<file path="src/rtl/rsa_encrypt_core.sv">
// RSA encryption engine: cipher = msg^E mod N by right-to-left square-and-multiply,
// one modular multiply/square step per clock behind a start/busy/done handshake.
module rsa_encrypt_core #(
    parameter int          WIDTH = 8,
    parameter int unsigned E     = 7,
    parameter int unsigned N     = 143
) (
    input  logic             clk,
    input  logic             rst,
    input  logic             start,
    input  logic [WIDTH-1:0] msg,
    output logic             busy,
    output logic             done,
    output logic [WIDTH-1:0] cipher,
    output logic             err
);

    // Bit length of the exponent: index of the highest set bit plus one.
    function automatic int ebits_f(input int unsigned e);
        int n;
        n = 0;
        for (int i = 0; i < 32; i++) begin
            if (e[i]) begin
                n = i + 1;
            end else begin
                n = n;
            end
        end
        return n;
    endfunction

    localparam int                 EBITS   = ebits_f(E);
    localparam logic [WIDTH-1:0]   E_W     = WIDTH'(E);
    localparam logic [WIDTH-1:0]   N_W     = WIDTH'(N);
    localparam logic [2*WIDTH-1:0] N_2W    = (2 * WIDTH)'(N);
    localparam logic [WIDTH-1:0]   ONE_W   = {{(WIDTH-1){1'b0}}, 1'b1};
    localparam logic [WIDTH-1:0]   ONE_MOD = (N == 32'd1) ? {WIDTH{1'b0}} : ONE_W;

    // Full double-width product, reduced only after the multiply.
    function automatic logic [WIDTH-1:0] modmul_f(input logic [WIDTH-1:0] a,
                                                  input logic [WIDTH-1:0] b);
        logic [2*WIDTH-1:0] p;
        p = {{WIDTH{1'b0}}, a} * {{WIDTH{1'b0}}, b};
        return WIDTH'(p % N_2W);
    endfunction

    typedef enum logic [0:0] {
        ST_IDLE = 1'b0,
        ST_STEP = 1'b1
    } state_t;

    state_t           state_r, state_s;
    logic [WIDTH-1:0] acc_r, acc_s;
    logic [WIDTH-1:0] base_r, base_s;
    logic [WIDTH-1:0] exp_r, exp_s;
    logic [WIDTH-1:0] acc_step_s;
    logic             busy_s;
    logic             done_s;
    logic [WIDTH-1:0] cipher_s;
    logic             err_s;

    // State, datapath and output registers with synchronous reset.
    always_ff @(posedge clk) begin
        if (rst) begin
            state_r <= ST_IDLE;
            acc_r   <= {WIDTH{1'b0}};
            base_r  <= {WIDTH{1'b0}};
            exp_r   <= {WIDTH{1'b0}};
            busy    <= 1'b0;
            done    <= 1'b0;
            cipher  <= {WIDTH{1'b0}};
            err     <= 1'b0;
        end else begin
            state_r <= state_s;
            acc_r   <= acc_s;
            base_r  <= base_s;
            exp_r   <= exp_s;
            busy    <= busy_s;
            done    <= done_s;
            cipher  <= cipher_s;
            err     <= err_s;
        end
    end

    // Next-state and datapath update for the square-and-multiply loop.
    always_comb begin
        state_s    = state_r;
        acc_s      = acc_r;
        base_s     = base_r;
        exp_s      = exp_r;
        busy_s     = busy;
        done_s     = 1'b0;
        cipher_s   = cipher;
        err_s      = err;
        acc_step_s = exp_r[0] ? modmul_f(acc_r, base_r) : acc_r;
        case (state_r)
            ST_IDLE: begin
                if (start) begin
                    if (msg >= N_W) begin
                        cipher_s = {WIDTH{1'b0}};
                        err_s    = 1'b1;
                        done_s   = 1'b1;
                    end else if (EBITS == 0) begin
                        cipher_s = ONE_MOD;
                        err_s    = 1'b0;
                        done_s   = 1'b1;
                    end else begin
                        acc_s   = ONE_W;
                        base_s  = msg;
                        exp_s   = E_W;
                        err_s   = 1'b0;
                        busy_s  = 1'b1;
                        state_s = ST_STEP;
                    end
                end else begin
                    state_s = ST_IDLE;
                end
            end
            ST_STEP: begin
                acc_s  = acc_step_s;
                base_s = modmul_f(base_r, base_r);
                exp_s  = exp_r >> 1;
                if ((exp_r >> 1) == {WIDTH{1'b0}}) begin
                    cipher_s = acc_step_s;
                    done_s   = 1'b1;
                    busy_s   = 1'b0;
                    state_s  = ST_IDLE;
                end else begin
                    state_s = ST_STEP;
                end
            end
            default: begin
                state_s = ST_IDLE;
                busy_s  = 1'b0;
            end
        endcase
    end

endmodule

</file>
<file path="config.mk">
export PLATFORM = sky130hd
export DESIGN_NAME = rsa_encrypt_core
export DESIGN_NICKNAME = d
export VERILOG_FILES = /design/src/rtl/rsa_encrypt_core.sv
export SDC_FILE = /design/constraint.sdc
export NUM_CORES = 1
export LEC_CHECK = 0
export CAP_MARGIN = 20
export CORE_ASPECT_RATIO = 0.9
export CORE_MARGIN = 3
export CORE_UTILIZATION = 45
export CTS_CLUSTER_DIAMETER = 200
export DETAILED_ROUTE_END_ITERATION = 6
export GPL_ROUTABILITY_DRIVEN = 0
export GPL_TIMING_DRIVEN = 1
export SLEW_MARGIN = 20
export SYNTH_ARGS = -nofsm -noshare
export SYNTH_HDL_FRONTEND = slang
export SYNTH_SLANG_ARGS = --single-unit
</file>
<file path="constraint.sdc">
create_clock -name clk -period 14.9 [get_ports clk]
set_input_delay 1.49 -clock clk [delete_from_list [all_inputs] [get_ports clk]]
set_output_delay 1.49 -clock clk [all_outputs]
set_load 0.02 [all_outputs]
</file>
# Word level (Yosys, flattened, before mapping)
# Cells that the tools add are included.
# totals
regBits	36
in_bits	11
out_inout_bits	11
wordCells	49
# classes
n_mul	2
div	2
n_lt_le_gt_ge	1
n_eq_ne	4
muxes	26
bitwise	1
reduce_logical	5
# op_table
op	count
8-bit 2-to-1 mux	10
8-bit case mux with 2 select lines	4
16-bit by 8-bit modulo with 16-bit output (second input constant)	2
8-bit by 8-bit multiplier with 16-bit output	2
1-bit 2-to-1 mux	9
8-bit >= comparator (second input constant)	1
8-bit zero test	1
2-bit inequality test (second input constant)	3
1-bit case mux with 2 select lines	3
3-bit AND reduction	2
2-bit AND reduction	2
2-bit by 1-bit inequality test with 1-bit output (second input constant)	1
1-bit NOT	1

# Logic depth before layout (Yosys ltp)
# Gate-level depths: netlist of the first run.
# logic_depth
word_depth	5
mapped_depth	52
ltp_nobuf	46

# Worst setup path before layout of the first run
# Ideal clock, no wire load.
# synth_timing
path_kind	reg2reg
from	reg base_r[2]
to	reg base_r[1]
setup_time_ns	0.092
arrival_ns	11.393
required_ns	14.808
setup_slack_ns	3.415
path_stages_with_launch	47
path_buffers	4
period_less_slack_ns	11.485
cell_sequence	dfxtp_1 -> clkbuf_1 -> and2_1 -> fa_1 -> fa_1 -> inv_1 -> fa_1 -> fa_1 -> inv_1 -> ha_1 -> or3_1 -> clkbuf_1 -> a21oi_2 -> o21ai_0 -> a2111o_1 -> a31o_2 -> mux2i_1 -> a211o_1 -> [... 11 more ...] -> a31oi_1 -> nand2_1 -> maj3_2 -> xnor2_2 -> buf_2 -> o22ai_1 -> xor2_1 -> ha_1 -> o21ai_0 -> o22a_1 -> nand2b_1 -> buf_2 -> ha_1 -> a221o_1 -> a21oi_1 -> o21ai_2 -> nor2b_1 -> o32ai_1
# synth_via
elab_chain_cells	3
# synth_lines
element	line_no	rtl
from (decl)	54	logic [WIDTH-1:0] base_r, base_s;
from (signal assigned)	67	base_r <= {WIDTH{1'b0}};
from (signal assigned)	76	base_r <= base_s;
8-bit by 8-bit multiplier with 16-bit output	43	p = {{WIDTH{1'b0}}, a} * {{WIDTH{1'b0}}, b};
16-bit by 8-bit modulo with 16-bit output	44	return WIDTH'(p % N_2W);
8-bit case mux with 2 select lines	96	case (state_r)
# No other way between the ends.
# A chain may end at the register's enable or synchronous reset.

# Worst setup path in the final report of the first run
# layout_timing
from	reg base_r[6]
to	reg base_r[1]
# The elaborated chain is that of the path after synthesis.

==> results of run 1 <==
[state kept, by name, indices dropped and copies added, names as in the netlist]
register and cells:
busy 1, exp_r 3, base_r 8, done 1, acc_r 8, err 1, state_r 1, cipher 8
[power by group through the flow]
stage	combinational (W)	clock [W]	sequential [W]
after floorplan	0.00195	0	0.000104
after global placement	0.00233	0	0.000123
after detailed placement	0.00234	0	0.000124
after CTS	0.00236	0.000105	0.000123
after global routing	0.00265	0.000111	0.000127
final	0.00240	0.000104	0.000122
[final timing paths]
| check | startpoint | to | slack, ns | cells after the start |
|---|---|---|---|---|
| min | cipher[1]$_SDFFE_PP0P_ | cipher[1]$_SDFFE_PP0P_ | 0.48 | 2 |
| max reg2reg | base_r[6]$_SDFFE_PP0P_ | base_r[1]$_SDFFE_PP0P_ | 1.46 | 42 |
| min reg2reg | cipher[1]$_SDFFE_PP0P_ | cipher[1]$_SDFFE_PP0P_ | 0.48 | 2 |
| max | base_r[6]$_SDFFE_PP0P_ | base_r[1]$_SDFFE_PP0P_ | 1.46 | 42 |
[area by class of cell]
type / instances / area (sq um)
Fill cell: 2234 / 11700
Tap cell: 297 / 372
Multi-Input combinational cell: 1173 / 9140
Inverter: 124 / 465
Sequential cell: 31 / 621
Clock buffer: 8 / 156
Timing Repair Buffer: 23 / 225
[cell usage in the layout (no fill, tap or decap), types with 14 or more instances in the layout]
cell type / Yosys / layout
a211oi_1: 19 / 19
a21o_1: 23 / 23
a21oi_1: 75 / 75
a31oi_1: 16 / 16
and2_1: 83 / 83
clkdlybuf4s50_1: 0 / 21
dfxtp_1: 31 / 31
fa_1: 62 / 62
ha_1: 69 / 69
inv_1: 124 / 124
mux2i_1: 21 / 21
nand2_1: 109 / 109
nand2b_1: 18 / 18
nand3_1: 33 / 33
nand4_1: 14 / 14
nor2_1: 99 / 99
nor2b_1: 16 / 16
nor3_1: 38 / 38
o211ai_1: 23 / 23
o21a_1: 25 / 25
o21ai_0: 52 / 52
xnor2_1: 44 / 44
xor2_1: 27 / 27
[kinds of logic after synthesis]
kind of cell	count (synthesis)	synth area share
xor gates and xnor gates	77	0.0686
and+or+nand+nor	507	0.258
adders and majority gates	133	0.203
muxes	33	0.0334
buffers and inverters	188	0.0700
AOI/OAI and AO/OA	423	0.308
DFF	31	0.0592
[per-stage QoR]
stage	std cells	hold WS (ns)	power [W]	utilization	cell area [sq um]
2_1_floorplan	1392	0.480	0.00206	-	10500
3_3_place_gp	1648	0.457	0.00246	0.476	10800
3_5_place_dp	1648	0.457	0.00247	0.476	10800
4_1_cts	1656	0.476	0.00259	0.483	11000
5_1_grt	1656	0.495	0.00289	0.483	11000
6_report	1656	0.476	0.00263	0.483	11000
[worst register-to-register path: cells and delay by family (launching register included)]
kind            cells  cell delay (ns)
buf+inv             2             0.09
xor+xnor            2             0.75
fa+ha+maj           7             2.81
flops               1             0.66
simple gates       13             3.37
compound gates     18             5.66
[metal layers]
layer  routed length, um  global-route usage
met1               14600               0.342
met2               10700               0.293
met3                1070              0.0138
met4                  57              0.0144
met5                   0                   0
==> reports/metrics.csv, run 1 <==
stage;metric;value;unit
clock_network;postcts setup bufs;0;
route;DR vias/cell;6.02;
placed_design;IO Port Bufs;21;
clock_network;Clock Tree Buf Depth;2;
floorplanning;# rows;52;
route;wire per inst;15.9;um
placed_design;worst slack, placed;1.52;ns
global_route;first-pass GRT wire length;44700;um
setup_path;Worst Path Class, Setup;flip-flop to flip-flop;
timing;setup ws final;1.46;ns
clock_network;number of buffers created by CTS;5;
pwr;Internal Power;0.00109;W
synth;most instantiated cells after synthesis;inv_1 (124), nand2_1 (109), nor2_1 (99), and2_1 (83), a21oi_1 (75);
final_layout;ANT cells;0;
clock_network;Clock Sinks;31;
setup_path;slowest stage delay, CP;0.71;ns
synth;most frequent cell after synthesis;inv_1;
timing;Pins Over Slew Limit;0;
synth;leading area contributor after synthesis;fa_1;
synth;register area share after synthesis;0.0592;
pwr;Flop pwr share;0.047;
synth;Synth cell types;118;
clock_network;Clock Latency Late Sink;0.27;ns
floorplanning;Core Area;22700;sq um
synth;async set-reset flop share out of synthesis;0;
pwr;leakage;4.59;nW
synth;Synth area leaders;fa_1 (12%), ha_1 (8.2%), dfxtp_1 (5.9%);
timing;post-route clock skew;0.00413;ns
final_layout;final net count;1500;
global_route;vias in the first global route;9054;
timing;RSZ-0062 raised after global routing;false;
floorplanning;die width;167;um
flow_run;Max-Cap Viols;0;
pwr;Switching Fraction;0.584;
clock_network;post_cts resized;0;
floorplanning;Starting Density;0.462;
clock_network;Post-CTS Hold Fix Bufs;0;
timing;fmax;74.4;MHz
pwr;peak supply drop;1.07;mV
setup_path;CP Data Required Time;15.07;ns
global_route;initial antenna violation count;0;
route;Pre-antenna DRT Iters;6;
pwr;P_sw;0.00153;W
synth;Post-synth EDFFs;0;
global_route;Tot GR Track Use;0.204;
timing;post-route clock period utilization;0.902;
final_layout;area delta synth->final;4.67;%
route;DRC Markers;0;
setup_path;Critical Path AT;13.61;ns
clock_network;Clk pin slew, worst setup/hold paths;0.05;ns
timing;endpoints failing hold;0;
setup_path;crit path buf inv count;2;
outcome;outcome;complete, no violations;
floorplanning;die height;151;um
placed_design;DPL Wire Length;21100;um
setup_path;Slowest cell on crit path;o311ai_1;
final_layout;share of layout cells above drive strength 1;0.0728;
global_route;grt ovf;0;
timing;Final min period;13.44;ns
pwr;Combinational Power Share;0.914;
clock_network;TritonCTS clock tree;yes;
timing;endpoints failing setup;0;
pwr;Clk pwr share;0.040;
route;DRT Wirelength;26400;um
timing;Worst-Margin Slew;0.991;ns
hold_path;min-delay worst type;flip-flop to flip-flop;
floorplanning;IO Pins;22;
clock_network;Clock Root Buffer;clkbuf_16;
route;Routed Antenna Nets;0;
synth;Synth Instances;1392;
synth;number of synthesized register bits;31;
timing;setup TNS;0;ns
setup_path;Top delay family on crit path;compound AO/OA/AOI/OAI gates;
synth;Synth Area per Inst;7.53;sq um
synth;Ys Warns;0;
synth;Post-Syn Area;10500;sq um
synth;top_reg_cell synth;dfxtp_1;
synth;Post-Syn Nets;1534;
floorplanning;DIE AREA;25200;sq um
setup_path;worst-path maximum fanout;19;
global_route;largest net degree at the start of global routing;32;
route;routed via count;9970;
setup_path;CP endpoint kind;flip-flop;
clock_network;H-Tree Level Count;2;
timing;Rel. slew slack;0.337;
setup_path;Worst setup SP type;flip-flop;
route;DR iter-0 viols;630;
pwr;Cell Pwr Density;239;nW/um^2
synth;Synth top area share;0.118;
Power figures use the tool's default switching activity.
==> inputs of run 2 (changes only) <==
Settings changed: CAP_MARGIN 20 to default.
==> results of run 2 <==
Same layout as run 1: the final DEF is identical, and so are final timing and power.
